`src/rtl/history_replay_sampler.sv`:
```
// rtl/history_replay_sampler.sv - Dyna-Q transition model memory with LFSR-driven planning replays (optional: REPLAY_LATEST_FIRST_EN)
module history_replay_sampler #(
    parameter int          LOCATION_LENGTH = 8,
    parameter int          REWARD_LENGTH   = 11,
    parameter int          DEPTH           = 16,
    parameter int          ADDR_LENGTH     = 4,
    parameter int          PLAN_STEPS      = 5,
    parameter logic [15:0] LFSR_SEED       = 16'hACE1
) (
    input  logic                       clk,
    input  logic                       reset,
    input  logic                       capture,
    input  logic [LOCATION_LENGTH-1:0] remember_location,
    input  logic [1:0]                 remember_action,
    input  logic [LOCATION_LENGTH-1:0] remember_n_location,
    input  logic [REWARD_LENGTH-1:0]   remember_reward,
    input  logic                       plan_start,
    output logic                       replay_valid,
    input  logic                       replay_ready,
    output logic [LOCATION_LENGTH-1:0] replay_location,
    output logic [1:0]                 replay_action,
    output logic [LOCATION_LENGTH-1:0] replay_n_location,
    output logic [REWARD_LENGTH-1:0]   replay_reward,
    output logic                       busy,
    output logic                       done,
    output logic [ADDR_LENGTH:0]       entry_count
);

    localparam int ENTRY_LENGTH = 2 * LOCATION_LENGTH + 2 + REWARD_LENGTH;
    localparam int STEP_LENGTH  = (PLAN_STEPS > 1) ? $clog2(PLAN_STEPS) : 1;
    localparam logic [STEP_LENGTH-1:0] STEP_LAST  = STEP_LENGTH'(PLAN_STEPS - 1);
    localparam logic [ADDR_LENGTH:0]   COUNT_FULL = (ADDR_LENGTH + 1)'(DEPTH);

    typedef enum logic [1:0] {
        S_IDLE,
        S_PICK,
        S_ISSUE,
        S_DONE
    } state_t;

    // Model memory and write side
    logic [ENTRY_LENGTH-1:0]    r_mem [DEPTH];
    logic [ADDR_LENGTH-1:0]     r_wr_ptr;
    logic [ADDR_LENGTH:0]       r_entry_count;

    // Sampler state
    state_t                     r_state;
    logic [15:0]                r_lfsr;
    logic [STEP_LENGTH-1:0]     r_step;
    logic                       r_replay_valid;
    logic [LOCATION_LENGTH-1:0] r_replay_location;
    logic [1:0]                 r_replay_action;
    logic [LOCATION_LENGTH-1:0] r_replay_n_location;
    logic [REWARD_LENGTH-1:0]   r_replay_reward;
    logic                       r_busy;
    logic                       r_done;

    // Combinational helpers
    logic [ENTRY_LENGTH-1:0]    w_wr_data;
    logic [ENTRY_LENGTH-1:0]    w_rd_entry;
    logic                       w_lfsr_fb;
    logic [15:0]                w_lfsr_next;
    logic [ADDR_LENGTH-1:0]     w_cand_idx;
    logic [ADDR_LENGTH-1:0]     w_rd_idx;
    logic                       w_use_latest;
    logic                       w_pick_hit;

    assign w_wr_data = {remember_location, remember_action, remember_n_location, remember_reward};

    // The candidate index is taken from the value the LFSR is advancing to this cycle
    assign w_lfsr_fb   = r_lfsr[0] ^ r_lfsr[2] ^ r_lfsr[3] ^ r_lfsr[5];
    assign w_lfsr_next = {w_lfsr_fb, r_lfsr[15:1]};
    assign w_cand_idx  = w_lfsr_next[ADDR_LENGTH-1:0];

`ifdef REPLAY_LATEST_FIRST_EN
    logic r_first;

    // First PICK of a session replays the newest entry without touching the LFSR
    always_ff @(posedge clk) begin
        if (!reset) begin
            r_first <= 1'b0;
        end else if (r_state == S_IDLE && plan_start) begin
            r_first <= 1'b1;
        end else if (r_state == S_PICK) begin
            r_first <= 1'b0;
        end
    end

    assign w_use_latest = r_first;
`else
    assign w_use_latest = 1'b0;
`endif

    // Latest entry sits just behind the write pointer; a non-empty memory always accepts it
    assign w_rd_idx   = w_use_latest ? (r_wr_ptr - ADDR_LENGTH'(1)) : w_cand_idx;
    assign w_pick_hit = w_use_latest || ({1'b0, w_cand_idx} < r_entry_count);
    assign w_rd_entry = r_mem[w_rd_idx];

    // Memory write port; contents are intentionally left unreset
    always_ff @(posedge clk) begin
        if (reset && capture) begin
            r_mem[r_wr_ptr] <= w_wr_data;
        end
    end

    // Write pointer wraps naturally; count saturates so the oldest slot is overwritten once full
    always_ff @(posedge clk) begin
        if (!reset) begin
            r_wr_ptr      <= '0;
            r_entry_count <= '0;
        end else if (capture) begin
            r_wr_ptr <= r_wr_ptr + ADDR_LENGTH'(1);
            if (r_entry_count != COUNT_FULL) begin
                r_entry_count <= r_entry_count + (ADDR_LENGTH + 1)'(1);
            end
        end
    end

    // Planning FSM: rejection-sample an index, present it, wait for the consumer, repeat
    always_ff @(posedge clk) begin
        if (!reset) begin
            r_state             <= S_IDLE;
            r_lfsr              <= LFSR_SEED;
            r_step              <= '0;
            r_replay_valid      <= 1'b0;
            r_replay_location   <= '0;
            r_replay_action     <= '0;
            r_replay_n_location <= '0;
            r_replay_reward     <= '0;
            r_busy              <= 1'b0;
            r_done              <= 1'b0;
        end else begin
            r_done <= 1'b0;
            case (r_state)
                S_IDLE: begin
                    if (plan_start) begin
                        r_step  <= '0;
                        r_busy  <= 1'b1;
                        // Count sampled before any same-cycle capture lands
                        r_state <= (r_entry_count != '0) ? S_PICK : S_DONE;
                    end
                end
                S_PICK: begin
                    if (!w_use_latest) begin
                        r_lfsr <= w_lfsr_next;
                    end
                    if (w_pick_hit) begin
                        {r_replay_location, r_replay_action,
                         r_replay_n_location, r_replay_reward} <= w_rd_entry;
                        r_replay_valid <= 1'b1;
                        r_state        <= S_ISSUE;
                    end
                end
                S_ISSUE: begin
                    if (replay_ready) begin
                        r_replay_valid <= 1'b0;
                        r_step         <= r_step + STEP_LENGTH'(1);
                        r_state        <= (r_step == STEP_LAST) ? S_DONE : S_PICK;
                    end
                end
                S_DONE: begin
                    r_done  <= 1'b1;
                    r_busy  <= 1'b0;
                    r_state <= S_IDLE;
                end
                default: begin
                    r_state <= S_IDLE;
                end
            endcase
        end
    end

    assign replay_valid      = r_replay_valid;
    assign replay_location   = r_replay_location;
    assign replay_action     = r_replay_action;
    assign replay_n_location = r_replay_n_location;
    assign replay_reward     = r_replay_reward;
    assign busy              = r_busy;
    assign done              = r_done;
    assign entry_count       = r_entry_count;

endmodule

```
`config.mk`:
```
export PLATFORM = sky130hd
export DESIGN_NAME = history_replay_sampler
export DESIGN_NICKNAME = d
export VERILOG_FILES = /design/src/rtl/history_replay_sampler.sv
export SDC_FILE = /design/constraint.sdc
export NUM_CORES = 1
export LEC_CHECK = 0
export BUFFER_PORTS_ARGS = -buffer_cell sky130_fd_sc_hd__buf_2
export CELL_PAD_IN_SITES_DETAIL_PLACEMENT = 1
export CELL_PAD_IN_SITES_GLOBAL_PLACEMENT = 2
export CORE_UTILIZATION = 25
export DETAILED_ROUTE_END_ITERATION = 8
export GPL_ROUTABILITY_DRIVEN = 0
export PLACE_DENSITY_LB_ADDON = 0.1
export SLEW_MARGIN = 20
export SYNTH_ARGS = -nofsm -noshare
export SYNTH_HDL_FRONTEND = slang
export SYNTH_SLANG_ARGS = --single-unit
```
`constraint.sdc`:
```
create_clock -name clk -period 3.5 [get_ports clk]
set_input_delay 0.7 -clock clk [delete_from_list [all_inputs] [get_ports clk]]
set_output_delay 0.7 -clock clk [all_outputs]
set_load 0.05 [all_outputs]
```
# ---- Word-level counts from Yosys, hierarchy flattened
# Memories as Yosys holds them, arrays and structs flattened. A register that Yosys moved wholly into a read port is not among the register bits.
# Index checks and enable logic that the tools add are counted.
dict set report op_classes {
  n_eq_ne 8
  n_lt_le_gt_ge 1
  bitwise_logic 3
  n_mux 17
  add_sub_neg 3
  reduce_logical 13
}
# op count
set ops {}
lappend ops {{2-to-1 mux 2 bit} 5}
lappend ops {{AND reduction 3 bit} 3}
lappend ops {{case mux 2 bit (4 select lines)} 1}
lappend ops {{2-to-1 mux 1 bit} 6}
lappend ops {{2-to-1 mux 3 bit} 2}
lappend ops {{!= test 2 bit, second input constant} 3}
lappend ops {{case mux 3 bit (2 select lines)} 1}
lappend ops {{AND reduction 2 bit} 3}
lappend ops {{nonzero test 2 bit} 3}
lappend ops {{adder 5 x 1 -> 5 bit, second input constant} 1}
lappend ops {{< comparator 4 x 5 -> 1 bit} 1}
lappend ops {{!= test 5 bit, second input constant} 1}
lappend ops {{nonzero test 5 bit} 1}
lappend ops {{adder 4 x 1 -> 4 bit, second input constant} 1}
lappend ops {{equality test 2 bit, second input constant} 2}
lappend ops {{case mux 1 bit (2 select lines)} 2}
lappend ops {{adder 3 x 1 -> 3 bit, second input constant} 1}
lappend ops {{equality test 3 bit, second input constant} 1}
lappend ops {{XOR 1 bit} 3}
lappend ops {{equality test 2 x 1 -> 1 bit, second input constant} 1}
lappend ops {{logical NOT 2 bit} 1}
lappend ops {{logical AND 1 bit} 1}
lappend ops {{logical NOT 1 bit} 1}
dict set report word_totals {
  reg_bits 33
  mem_count 1
  ram_bits 464
  output_inout_bits 37
  inputBits 34
  wordCells 54
}
# memory depth width rd rd_ports_with_merged_regs wr line_no
set mem_list {}
lappend mem_list {r_mem 16 29 1 1 1 42} ;# logic [ENTRY_LENGTH-1:0] r_mem [DEPTH];

# ---- Depth between registers and ports, before layout
# Gate-level depths: netlist of the first run.
dict set report logic_depth {
  depth_word 4
  mapped_depth 8
  mapped_depth_nobuf 7
}

# ---- Least setup slack after synthesis of the first run
# Ideal clock, no wire load.
dict set report synth_timing {
  kind {input-to-reg}
  start {input port capture}
  end {memory r_mem[0][0] (netlist name), enable pin}
  path_buffers 1
  setup_ns 0.389
  stages 4
  t_required_ns 3.111
  path_slack_ns 1.032
  arrival_ns 2.080
  path_cell_list {clkbuf_1 nand2_1 nor3_1 and2_1}
}
dict set report synth_between {
  elab_chain_cells 3
}
# item line_no
set synth_lines {}
lappend synth_lines {{start, declared} 12} ;# input logic capture,
lappend synth_lines {{logical AND 1 bit} 101} ;# if (reset && capture) begin
lappend synth_lines {{2-to-1 mux 1 bit} 101}
lappend synth_lines {{2-to-1 mux 1 bit (not written as such)} 102} ;# r_mem[r_wr_ptr] <= w_wr_data;
lappend synth_lines {{end, declared} 42}
# No other way between the ends.

# ---- Worst setup path in the final report of the first run
dict set report layout_timing {
  start {register r_lfsr[3]}
  end {register r_replay_n_location[3], in the netlist replay_n_location[3]}
}
dict set report layout_between {
  elab_chain_cells 2
}
# item line_no
set layout_lines {}
lappend layout_lines {{start, declared} 48} ;# logic [15:0] r_lfsr;
lappend layout_lines {{start signal, assigned} 145} ;# r_lfsr <= w_lfsr_next;
lappend layout_lines {{< comparator 4 x 5 -> 1 bit} 96} ;# assign w_pick_hit = w_use_latest || ({1'b0, w_cand_idx} < r_entry_count);
lappend layout_lines {{AND reduction 2 bit (no source line)} -}
lappend layout_lines {{end, declared} 53} ;# logic [LOCATION_LENGTH-1:0] r_replay_n_location;
# Parallel ways exist; a longest one is shown, timed or not.
# A chain may end at the register's enable or synchronous reset.

==> impl_metrics.py, run 1 <==
metrics = {
    "placed_design": {
        "place_hpwl_um": 31700,
        "place_area_um2": 21900,
        "port_buffers": 70,
    },
    "setup_path": {
        "worstPathCellList": "ha_1, nand2_1, o21ai_1, a21oi_4, buf_4, a22o_1",
        "r2r_end": "replay_n_location[3]",
        "cpPeakStageDelay_ps": 670,
        "crit_required_ps": 4050,
        "r2r_start": "r_lfsr[3]",
        "worstPathMaxFanout": 17,
        "r2r_cells": 6,
        "critPathArrivalTime_ps": 3090,
        "endpoint_kind": "flip-flop",
        "r2r_slack_ps": 970,
        "critPathLaunchType": "flip-flop",
        "cp_slowest_cell": "dfxtp_1",
        "crit_type": "reg -> reg",
    },
    "yosys": {
        "syn_nets": 1027,
        "synth_seq_cells": 526,
        "synthFlopType": "edfxtp_1",
        "synth_area_leaders": "edfxtp_1, mux4_2, dfxtp_1, a22oi_1, nand2_1",
        "ys_warn_count": 0,
        "synth_edf_count": 464,
        "syn_area_um2": 19900,
        "synthCells": 982,
        "synthArstFlopShare_pct": 0,
        "synth_area_leader_cell": "edfxtp_1",
        "avgSynthCellArea_um2": 20.3,
        "seq_area_frac_synth_pct": 76.1,
        "yosysTopAreaCellShare_pct": 69.9,
        "synth_cell_type_count": 43,
    },
    "clock_tree": {
        "path_clk_slew_ps": 60,
        "cts_resized": 0,
        "clk_latency_ps": 630,
        "cts.sinks": 526,
        "postCtsSetupBuffers": 0,
        "cts_htree_levels": 2,
        "cts_buffers": 61,
        "cts-hold-fix-buffers": 0,
        "clockRootBuffer": "clkbuf_16",
        "cts_tree": "done",
        "clock_path_buffers": 3,
    },
    "min_path": {
        "hold_path_depth": 2,
        "whs_endpoint": "r_wr_ptr[2]",
        "min-delay-start": "reset",
        "hold_class": "in -> reg",
    },
    "timing": {
        "finalHoldViolCount": 0,
        "report.final.slew_viol_count": 0,
        "rsz0062_at_grt": "false",
        "post-route-period-util_pct": 72.4,
        "min_period_ps": 2530,
        "relSlewSlack_pct": 53.5,
        "skew_ps": 26.5,
        "max_freq_mhz": 395,
        "setup_viol": 0,
        "worst_slew_pin_slew_ps": 696,
        "setup_tns_ps": 0,
    },
    "drt": {
        "drt_iter0_markers": 601,
        "route.detailed.drc": 0,
        "dr.pass1.iters": 5,
        "dr_total_vias": 9722,
        "ant_nets": 0,
        "wl_per_cell_um": 24.7,
        "drt_wl_total_um": 54400,
        "via_per_inst": 4.42,
    },
    "final_layout": {
        "num_antenna_cells": 0,
        "drive_gt1_share_pct": 29.1,
        "nets": 1141,
        "fin_util_pct": 30.2,
        "fin_area_um2": 23800,
        "fillers": 7942,
        "syn_to_final_growth_pct": 19.6,
    },
    "run": {
        "cap_violations": 0,
    },
    "global_route": {
        "grt_pass1_vias": 10700,
        "antenna_found_initial": 0,
        "track_usage_pct": 13.6,
        "grt-ovfl-total": 0,
        "grt_start_max_net_pins": 93,
        "grt_pass1_wl_um": 79600,
    },
    "pwr": {
        "power_mw": 14.8,
        "ir_worst_vdd_mv": 0.353,
        "p_leak_nw": 7.54,
        "power_density_nw_per_um2": 621,
    },
    "floorplan": {
        "die_h_um": 284,
        "num_io_pins": 71,
        "initial_core_util_pct": 25.2,
        "rows": 103,
        "core_um2": 79000,
        "die_area_um2": 80900,
        "die_w_um": 284,
    },
    "status": {
        "status": "finished, final reports clean",
    },
}
[metal layers]
layer | vias up | routed length, um | track usage [%]
li1 | 4257 | - | -
met1 | 5255 | 26000 | 19.1
met2 | 153 | 25800 | 22.0
met3 | 57 | 1720 | 2.26
met4 | 0 | 823 | 3.09
met5 | - | 0 | 0
[how the worst max path moves through the flow]
stage	start	endpoint	slack (ps)	cells after the start
2_1_floorplan	capture	r_mem[0][0]	1030	4
3_3_place_gp	r_lfsr[2]	replay_location[6]	810	6
3_5_place_dp	r_lfsr[2]	replay_n_location[3]	830	6
4_1_cts	r_lfsr[2]	replay_n_location[3]	810	6
5_1_grt	r_lfsr[3]	replay_n_location[6]	750	6
6_report	r_lfsr[3]	replay_n_location[3]	970	6
[power breakdown]
part,internal [mW],total (mW),switching (mW)
registers,6.97,7.07,0.106
logic,0.559,1.53,0.970
clock network,3.63,6.19,2.56
total,11.2,14.8,3.64
[cell usage in the layout (no fill, tap or decap), types with 7 or more instances in the layout]
cell	n
a22o_1	29
clkbuf_16	61
nor2b_1	7
inv_1	12
buf_12	18
buf_4	15
clkinv_1	14
and2_2	17
clkbuf_1	19
mux4_2	116
xnor2_1	10
clkinv_2	8
dfxtp_1	60
and2_1	7
buf_2	70
nand3_1	10
a22oi_1	53
nand2_1	70
edfxtp_1	464
ha_1	11
a21boi_0	9
[flip-flops by register name (all words and copies together), names as in the netlist]
register	cells
replay_location	8
r_wr_ptr	4
r_mem	464
r_lfsr	16
r_state	2
replay_reward	11
replay_action	2
r_step	3
replay_n_location	8
done	1
replay_valid	1
entry_count	5
busy	1
[area by class of cell]
class                      instances  area (um^2)  area share [%]
sequential                       526        15200            63.7
clock inverter                    32          300            1.26
multi-input combinational        389         4480            18.8
timing repair buffer             105          878            3.68
inverter                          13         48.8           0.205
tap                             1050         1310            5.51
clock buffer                      83         1640            6.88
[cells in the mapped netlist, drive strengths merged, types with 10 or more instances]
cell type / n
edfxtp: 464
mux4: 116
nand2: 70
dfxtp: 62
a22oi: 58
buf: 31
a22o: 29
and2: 24
clkbuf: 23
inv: 13
ha: 11
nand3: 10
xnor2: 10
[cells by family after synthesis]
kind of cell / after synthesis / share of synthesized area [%]
AOI/OAI and AO/OA: 116 / 4.56
xor gates and xnor gates: 11 / 0.483
adders and majority gates: 11 / 0.691
buffers and inverters: 67 / 1.66
DFF: 526 / 76.1
muxes: 120 / 13.3
and+or+nand+nor: 131 / 3.16
[through the flow]
stage / setup WS [ps] / std cells / hold slack (ps)
6_report: 967 / 2198 / 410
4_1_cts: 807 / 2198 / 368
5_1_grt: 749 / 2198 / 376
3_3_place_gp: 812 / 2081 / 451
2_1_floorplan: 1030 / 982 / 440
3_5_place_dp: 834 / 2083 / 458
[critical path, delay by kind of cell (launching register included)]
kind / cells / cell delay, ps
simple gates: 1 / 80
fa+ha+maj: 1 / 340
flops: 1 / 670
compound gates: 3 / 910
buf+inv: 1 / 450
(Power assumes the default switching activity.)
==> inputs of run 2 (changes only) <==
Clock period 3.5 ns to 2.6 ns, I/O delays scaled along.
==> run 2 against run 1 <==
Global-route usage down 0.12 points. Clock power up 37%. Count of clock-buffer cells in the layout down 1. First-iteration DRC count down 17%. Total power up 35%. Combinational power up 33%. Clock skew up 6.5 ps. Register-to-register slack worse by 440 ps. Fmax up 22%. Wire length down 0.94%. Via count up 0.42%. Setup slack worse by 440 ps.
==> impl_metrics.py, run 2 (same netlist as run 1, synthesis figures left out) <==
metrics = {
    "status": {
        "status": "finished, final reports clean",
    },
    "min_path": {
        "whs_endpoint": "r_mem[5][5]",
        "hold_path_depth": 1,
        "min-delay-start": "remember_reward[5]",
        "hold_class": "in -> reg",
    },
    "clock_tree": {
        "cts-hold-fix-buffers": 0,
        "clockRootBuffer": "clkbuf_16",
        "path_clk_slew_ps": 60,
        "clock_path_buffers": 3,
        "cts_htree_levels": 2,
        "clk_latency_ps": 640,
        "cts.sinks": 526,
        "postCtsSetupBuffers": 0,
        "cts_tree": "done",
        "cts_buffers": 59,
        "cts_resized": 0,
    },
    "pwr": {
        "p_leak_nw": 7.69,
        "power_density_nw_per_um2": 831,
        "ir_worst_vdd_mv": 0.625,
    },
    "final_layout": {
        "fillers": 7927,
        "regArea_um2": 15200,
        "fin_area_um2": 24100,
        "multiInputGateArea_um2": 4480,
        "nets": 1166,
        "final_common_cell": "edfxtp_1",
        "syn_to_final_growth_pct": 20.9,
        "drive_gt1_share_pct": 31.2,
        "largest_register_ffs": 464,
        "layout_common_cells": "edfxtp_1, mux4_2, nand2_1, buf_2, clkbuf_16",
        "top_register": "r_mem",
    },
    "drt": {
        "dr.pass1.iters": 4,
        "ant_nets": 0,
        "wl_per_cell_um": 24.2,
        "route.detailed.drc": 0,
        "dr_total_vias": 9763,
        "drt_iter0_markers": 501,
        "drt_wl_total_um": 53900,
        "via_per_inst": 4.39,
    },
    "setup_path": {
        "crit_start": "r_lfsr[2]",
        "cpPeakStageDelay_ps": 510,
        "worstPathCellList": "buf_12, buf_12, mux4_2, a22oi_1, nand2_1, a22o_1",
        "r2r_cells": 6,
        "r2r_start": "r_lfsr[2]",
        "worstPathMaxFanout": 17,
        "crit_type": "reg -> reg",
        "cp_slowest_cell": "mux4_2",
        "r2r_slack_ps": 530,
        "critPathArrivalTime_ps": 2580,
        "r2r_end": "replay_action[1]",
        "critPathLaunchType": "flip-flop",
        "endpoint_kind": "flip-flop",
        "crit_required_ps": 3110,
        "crit_top_cell": "buf_12",
    },
    "global_route": {
        "antenna_found_initial": 1,
        "grt_start_max_net_pins": 51,
        "grt_pass1_vias": 10800,
        "grt-ovfl-total": 0,
        "grt_pass1_wl_um": 79000,
        "track_usage_pct": 13.5,
    },
    "timing": {
        "setup_slack_ps": 527,
        "worst_slew_pin_slew_ps": 899,
        "setup_viol": 0,
        "relSlewSlack_pct": 39.9,
        "max_freq_mhz": 482,
        "post-route-period-util_pct": 79.7,
        "finalHoldViolCount": 0,
        "min_period_ps": 2070,
        "report.final.slew_viol_count": 0,
        "rsz0062_at_grt": "false",
        "skew_ps": 33.1,
        "setup_tns_ps": 0,
    },
    "floorplan": {
        "initial_core_util_pct": 25.2,
        "core_um2": 79000,
        "die_area_um2": 80900,
        "die_w_um": 284,
        "rows": 103,
        "die_h_um": 284,
        "num_io_pins": 71,
    },
    "placed_design": {
        "preCtsSetupSlack_ps": 368,
        "place_hpwl_um": 31100,
        "place_area_um2": 22100,
        "port_buffers": 70,
    },
    "run": {
        "cap_violations": 0,
    },
}
-- run 2: changes by cell type in the layout (fill, tap and decap cells not counted), moves of 2 or more --
| cell | change |
|---|---|
| clkinv_1 | -7 |
| buf_4 | +24 |
| clkinv_2 | +4 |
| buf_12 | +5 |
| buf_16 | -2 |
| clkinvlp_4 | +2 |
-- run 2: layout make-up --
| cell class | count | area share (%) |
|---|---|---|
| multi-input combinational | 389 | 18.6 |
| sequential | 526 | 63.0 |
| antenna | 1 | 0.0104 |
| tap | 1050 | 5.45 |
| clock inverter | 30 | 1.39 |
| timing repair buffer | 132 | 4.58 |
| clock buffer | 82 | 6.79 |
| inverter | 13 | 0.202 |
-- run 2: worst max-delay path by stage --
stage | endpoint | slack [ps] | depth (start not counted)
global placement | r_mem[5][12] | 390 | 5
detailed placement | r_mem[5][11] | 370 | 5
floorplan | r_mem[0][0] | 310 | 4
global route | replay_n_location[7] | 380 | 6
finish | replay_action[1] | 530 | 6
CTS | replay_reward[1] | 460 | 5
-- run 2: worst max-delay path: cells and delay by family (launching register included) --
| kind | cells | cell delay [ps] |
|---|---|---|
| AO/OA/AOI/OAI | 2 | 430 |
| buffers and inverters | 2 | 420 |
| flip-flops | 1 | 490 |
| multiplexers | 1 | 510 |
| AND/OR/NAND/NOR | 1 | 100 |
-- run 2: stage by stage --
| stage | util [%] | hold WS [ps] | instances | power [mW] |
|---|---|---|---|---|
| 6_report | 30.5 | 268 | 2223 | 20.0 |
| 5_1_grt | 30.5 | 245 | 2222 | 20.8 |
| 4_1_cts | 30.5 | 219 | 2222 | 20.4 |
| 3_5_place_dp | 28.0 | 459 | 2110 | 11.8 |
| 3_3_place_gp | 28.0 | 451 | 2110 | 11.8 |
| 2_1_floorplan | - | 440 | 982 | 11.0 |
-- run 2: per-layer routing --
metal	up-vias	GRT usage, %	wire length [um]	part of all wire [%]
li1	4296	-	-	-
met3	85	2.20	1660	3.1
met4	2	3.56	1060	2.0
met2	133	22.5	26300	49
met1	5247	18.2	24900	46
met5	-	0	13	0.024
-- run 2: power by group --
group / leakage [nW] / total, mW / internal [mW] / switching [mW]
combinational: 2.05 / 2.04 / 0.780 / 1.26
clock: 0.956 / 8.46 / 4.99 / 3.48
sequential: 4.69 / 9.52 / 9.38 / 0.141
total: 7.69 / 20.0 / 15.1 / 4.88
